$ cat src/rtl/rr_arbiter_4ch_pkg.sv
`default_nettype none
`timescale 1ns/1ps
// ============================================================================
// Module   : rr_arbiter_4ch_pkg
// Purpose  : Shared constants, state type and rotate helper for the arbiter.
// Revision : 1.0 - initial release
// ============================================================================
package rr_arbiter_4ch_pkg;

    localparam int NUM_REQ          = 4;
    localparam int IDX_W            = 2;
    localparam int HOLD_MAX_DEFAULT = 64;

    typedef enum logic [0:0] {
        ST_IDLE  = 1'b0,
        ST_GRANT = 1'b1
    } state_e;

    // Requester 'sh' lands at bit 0 of the result.
    function automatic logic [NUM_REQ-1:0] rot_right(
        input logic [NUM_REQ-1:0] v,
        input logic [IDX_W-1:0]   sh
    );
        logic [2*NUM_REQ-1:0] w_dbl;
        w_dbl = {v, v} >> sh;
        return w_dbl[NUM_REQ-1:0];
    endfunction

endpackage
`default_nettype wire

$ cat src/rtl/rr_arbiter_4ch_prio_enc.sv
`default_nettype none
`timescale 1ns/1ps
// ============================================================================
// Module   : priority_encoder_4bit
// Purpose  : 4-bit lowest-index-first priority encoder with valid flag.
// Revision : 1.0 - initial release
// ============================================================================
module priority_encoder_4bit (
    input  logic [3:0] req_i,
    output logic [1:0] idx_o,
    output logic       valid_o
);

    always_comb begin
        idx_o   = 2'd0;
        valid_o = 1'b1;
        if (req_i[0]) begin
            idx_o = 2'd0;
        end else if (req_i[1]) begin
            idx_o = 2'd1;
        end else if (req_i[2]) begin
            idx_o = 2'd2;
        end else if (req_i[3]) begin
            idx_o = 2'd3;
        end else begin
            valid_o = 1'b0;
        end
    end

endmodule
`default_nettype wire

$ cat src/rtl/rr_arbiter_4ch.sv
`default_nettype none
`timescale 1ns/1ps
// ============================================================================
// Module   : rr_arbiter_4ch
// Purpose  : Four-way round-robin arbiter with grant hold and watchdog.
// Revision : 1.0 - initial release
// ============================================================================
module rr_arbiter_4ch
    import rr_arbiter_4ch_pkg::*;
#(
    parameter int HOLD_MAX = HOLD_MAX_DEFAULT,
    parameter int CNT_W    = (HOLD_MAX > 0) ? $clog2(HOLD_MAX + 1) : 1
) (
    input  logic         clk_i,
    input  logic         rst_ni,
    input  logic [3:0]   req_i,
    input  logic         done_i,
    output logic [3:0]   gnt_o,
    output logic [1:0]   gnt_idx_o,
    output logic         busy_o,
    output logic         timeout_o
);

    localparam logic [CNT_W-1:0] C_HOLD_SAT  = CNT_W'(HOLD_MAX);
    localparam logic [CNT_W-1:0] C_HOLD_LAST = CNT_W'(HOLD_MAX - 1);
    localparam logic [CNT_W-1:0] C_CNT_ONE   = CNT_W'(1);

    state_e               state_q,   state_d;
    logic [IDX_W-1:0]     ptr_q,     ptr_d;
    logic [CNT_W-1:0]     cnt_q,     cnt_d;
    logic [NUM_REQ-1:0]   gnt_q,     gnt_d;
    logic [IDX_W-1:0]     gnt_idx_q, gnt_idx_d;
    logic                 timeout_q, timeout_d;

    logic [NUM_REQ-1:0]   w_rot;
    logic [IDX_W-1:0]     w_idx_rot;
    logic                 w_valid;
    logic [IDX_W-1:0]     w_winner;
    logic                 w_wdog_exp;

    assign w_rot    = rot_right(req_i, ptr_q);
    assign w_winner = w_idx_rot + ptr_q;

    priority_encoder_4bit u_prio_enc (
        .req_i   (w_rot),
        .idx_o   (w_idx_rot),
        .valid_o (w_valid)
    );

    assign w_wdog_exp = (HOLD_MAX != 0) && (cnt_q == C_HOLD_LAST);

    always_comb begin
        state_d   = state_q;
        ptr_d     = ptr_q;
        cnt_d     = cnt_q;
        gnt_d     = gnt_q;
        gnt_idx_d = gnt_idx_q;
        timeout_d = 1'b0;

        case (state_q)
            ST_IDLE: begin
                if (w_valid) begin
                    state_d   = ST_GRANT;
                    gnt_d     = 4'b0001 << w_winner;
                    gnt_idx_d = w_winner;
                    cnt_d     = '0;
                end
            end
            ST_GRANT: begin
                if (cnt_q != C_HOLD_SAT) begin
                    cnt_d = cnt_q + C_CNT_ONE;
                end
                // Exit reasons are prioritised: done, withdraw, watchdog.
                if (done_i || !req_i[gnt_idx_q] || w_wdog_exp) begin
                    state_d   = ST_IDLE;
                    gnt_d     = '0;
                    ptr_d     = gnt_idx_q + 2'd1;
                    timeout_d = !done_i && req_i[gnt_idx_q];
                end
            end
            default: begin
                state_d = ST_IDLE;
                gnt_d   = '0;
            end
        endcase
    end

    always_ff @(posedge clk_i) begin
        if (!rst_ni) begin
            state_q   <= ST_IDLE;
            ptr_q     <= '0;
            cnt_q     <= '0;
            gnt_q     <= '0;
            gnt_idx_q <= '0;
            timeout_q <= 1'b0;
        end else begin
            state_q   <= state_d;
            ptr_q     <= ptr_d;
            cnt_q     <= cnt_d;
            gnt_q     <= gnt_d;
            gnt_idx_q <= gnt_idx_d;
            timeout_q <= timeout_d;
        end
    end

    assign gnt_o     = gnt_q;
    assign gnt_idx_o = gnt_idx_q;
    assign busy_o    = (state_q == ST_GRANT);
    assign timeout_o = timeout_q;

endmodule
`default_nettype wire

$ cat config.mk
export PLATFORM = sky130hd
export DESIGN_NAME = rr_arbiter_4ch
export DESIGN_NICKNAME = d
export VERILOG_FILES = /design/src/rtl/rr_arbiter_4ch_pkg.sv /design/src/rtl/rr_arbiter_4ch_prio_enc.sv /design/src/rtl/rr_arbiter_4ch.sv
export SDC_FILE = /design/constraint.sdc
export NUM_CORES = 1
export LEC_CHECK = 0
export BUFFER_PORTS_ARGS = -buffer_cell sky130_fd_sc_hd__buf_2
export CAP_MARGIN = 30
export CELL_PAD_IN_SITES_DETAIL_PLACEMENT = 1
export CELL_PAD_IN_SITES_GLOBAL_PLACEMENT = 1
export CORE_MARGIN = 2
export CORE_UTILIZATION = 41
export DETAILED_ROUTE_END_ITERATION = 16
export HOLD_SLACK_MARGIN = 0.06
export PLACE_DENSITY_LB_ADDON = 0.1
export SLEW_MARGIN = 25
export SYNTH_ARGS = -nofsm -noshare
export SYNTH_HDL_FRONTEND = slang
export SYNTH_SLANG_ARGS = --single-unit
$ cat constraint.sdc
create_clock -name clk_i -period 2.8 [get_ports clk_i]
set_clock_uncertainty 0.15 [all_clocks]
set_input_delay 0.28 -clock clk_i [delete_from_list [all_inputs] [get_ports clk_i]]
set_output_delay 0.28 -clock clk_i [all_outputs]
set_load 0.03 [all_outputs]
==> results.py <==
metrics = {
    "outcome": {
        "status": "completed",
    },
    "cts": {
        "cts-root-to-sink-buffers": 2,
        "cts.sink_count": 17,
        "postCtsHoldBufs": 0,
        "path_clk_slew_ps": 110,
        "root_buffer": "sky130_fd_sc_hd__clkbuf_4",
        "cts_max_level": 1,
        "clk-insertion-delay-late_ps": 300,
        "number_of_buffers_created_by_cts": 3,
        "setup_fix_buffers_added_after_clock_tree_synthesis": 0,
        "cts_resized": 0,
        "cts_tree": "yes",
    },
    "detailed_routing": {
        "drc": 0,
        "avgRoutedWirePerCell_um": 14.7,
        "vias_per_cell": 5.58,
        "drtIter0Drc": 14,
        "num_vias": 860,
        "final_antenna_net_count": 0,
        "drt_first_pass_iters": 4,
        "routed_wl_mm": 2.26,
    },
    "floorplan": {
        "row_count": 17,
        "pin_count": 15,
        "floorplan.die_area_um2": 2880,
        "coreArea_um2": 2280,
        "die_width_um": 53.6,
        "die_h_um": 53.6,
        "floorplan.initialDensity": 0.444,
    },
    "sta": {
        "number_of_failing_setup_endpoints_in_the_final_timing_report": 0,
        "fmax_mhz": 470,
        "tns_ps": 0,
        "period_needed_ps": 2130,
        "timing.final.crit_share": 0.759,
        "tightest_slew_ps": 384,
        "timing.final.hold_violations": 0,
        "grt_setup_unrepaired": "no",
        "timing.slew.headroom": 0.742,
        "final-max-slew-violation-count": 0,
    },
    "grt": {
        "grt_first_pass_wirelength_mm": 3.70,
        "grt_max_degree": 14,
        "grt_antenna_before_repair": 0,
        "gr-usage-met2": 0.294,
        "met1_usage": 0.240,
        "grt_use_total": 0.179,
        "via_count_of_the_first_global_routing_pass": 816,
        "grt_remaining_overflow": 0,
        "grt_most_used_layer": "met2",
        "grt.met3_usage": 0.0333,
    },
    "synth": {
        "syn_avg_cell_area_um2": 8.78,
        "synth.top_cells.by_area": "sky130_fd_sc_hd__dfxtp_1 (34%), sky130_fd_sc_hd__nor2_1 (5.6%), sky130_fd_sc_hd__xor2_1 (5.2%), sky130_fd_sc_hd__ha_1 (3.7%), sky130_fd_sc_hd__nand2_1 (2.6%)",
        "yosys.cell_count.top_type": "sky130_fd_sc_hd__dfxtp_1",
        "synth_commonest_cells": "sky130_fd_sc_hd__dfxtp_1 (17), sky130_fd_sc_hd__nor2_1 (15), sky130_fd_sc_hd__nand2_1 (7)",
        "asyncSetResetFlopFracSynth": 0,
        "synthCells": 115,
        "synth_area_um2": 1010,
        "synth_area_leader_cell": "sky130_fd_sc_hd__dfxtp_1",
        "synth.yosys.warnings": 0,
        "yosys.area.top_type_share": 0.337,
        "ys_ff_latch": 17,
        "number_of_enable_type_register_cells_in_the_synthesized_netlist": 0,
        "postSynthNetCount": 125,
        "synth.yosys.seq_area_share": 0.337,
        "ys.flop_type": "sky130_fd_sc_hd__dfxtp_1",
        "yosys.cell_types.count": 47,
    },
    "layout": {
        "area_delta_synth_final_pct": 8.30,
        "num_antenna_cells": 0,
        "post_route_cells_drive_above_1_share": 0.214,
        "layoutNonFillerInstCount": 154,
        "final_nets": 137,
    },
    "power_and_ir_drop": {
        "power.leakage_nw": 0.458,
        "max_vdd_drop_v": 0.000228,
        "power.density_cell_area_nw_per_um2": 551,
    },
    "critical_path": {
        "worst-endpoint-required_ps": 2830,
        "critPathMaxFanout": 11,
        "worstPathArrival_ps": 2160,
        "timing.critical_path.from_type": "register",
        "crit_path_class": "reg -> reg",
        "setup.worst_path.end_class": "register",
    },
    "job": {
        "count_of_maximum_capacitance_violations": 0,
    },
    "worst_hold_path": {
        "timing.hold.worst.class": "in -> reg",
    },
    "place": {
        "post-dp-hpwl_mm": 1.71,
        "port-buffer-count": 14,
        "gp_congestion": 0.753,
        "place.detailed.instances": 150,
    },
}
cells by family (layout without fill, tap and decap cells):
kind of cell,after synthesis,after routing,synth area share
AO/OA/AOI/OAI,24,24,0.176
XOR/XNOR,7,7,0.0607
adder cells (fa/ha/maj),3,3,0.0372
buffers and inverters,11,22,0.0632
flip-flops,17,17,0.337
multiplexers,3,3,0.0359
AND/OR/NAND/NOR,50,50,0.290
cells in the final DEF (no fill, tap or decap), drive strengths merged, types with 2 or more instances in the layout:
cell type,instances
dfxtp,17
nor2,15
buf,14
o21ai,8
nand2,7
xor2,6
a21oi,5
inv,4
nor3b,3
and3,3
nand4,3
ha,3
clkbuf,3
nor2b,3
nor4,3
and2,2
nor3,2
nand3,2
a22o,2
mux2,2
final cells by class:
class	count	area, um2
fill	288	1180
multi-input combinational	87	606
sequential	17	340
timing repair buffer	14	70.1
tap	28	35.0
clock buffer	3	22.5
inverter	4	15.0
clock inverter	1	5.00
worst max-delay path, stage by stage, from the launching register on:
cell                        delay, ps
sky130_fd_sc_hd__dfxtp_1          440
sky130_fd_sc_hd__or4_1            550
sky130_fd_sc_hd__o2111ai_1        120
sky130_fd_sc_hd__ha_1             200
sky130_fd_sc_hd__xor2_1            80
sky130_fd_sc_hd__xnor2_1          340
sky130_fd_sc_hd__o2bb2ai_1        120
metrics by stage:
step                      setup slack [ps]  cell area [um2]  power (mW)  utilization  hold WS [ps]
after CTS                              659             1090       0.608        0.480           192
after global placement                 752             1070       0.463        0.468           291
final                                  675             1090       0.602        0.480           184
after global routing                   473             1090       0.640        0.480           218
after detailed placement               646             1070       0.470        0.468           315
after floorplan                        805             1010       0.428            -           343
registers in the layout, indices dropped and copies added (netlist names):
name and cells:
timeout_o 1, ptr_q 2, cnt_q 7, gnt_idx_o 2, gnt_o 4, busy_o 1
final timing paths:
| kind | cells after the start | endpoint | slack [ps] | from |
|---|---|---|---|---|
| worst min register to register | 2 | gnt_o[3]$_SDFFE_PN0P_ | 330 | gnt_o[3]$_SDFFE_PN0P_ |
| worst max-delay path | 6 | gnt_o[2]$_SDFFE_PN0P_ | 670 | ptr_q[0]$_SDFFE_PN0P_ |
| worst max register to register | 6 | gnt_o[2]$_SDFFE_PN0P_ | 670 | ptr_q[0]$_SDFFE_PN0P_ |
| worst min-delay path | 3 | ptr_q[1]$_SDFFE_PN0P_ | 180 | rst_ni |
routing by layer:
layer	share of wire	vias up	routed length (um)
met3	0.024	4	54
li1	-	433	-
met5	0	-	0
met2	0.46	11	1040
met4	0.0075	0	17
met1	0.51	412	1150
report_power, final:
part	switching, mW	leakage (nW)	internal (mW)
sequential	0.0286	0.139	0.262
clock	0.0873	0.0177	0.0532
combinational	0.104	0.302	0.0661
total	0.220	0.458	0.382
Power figures use the tool's default switching activity.
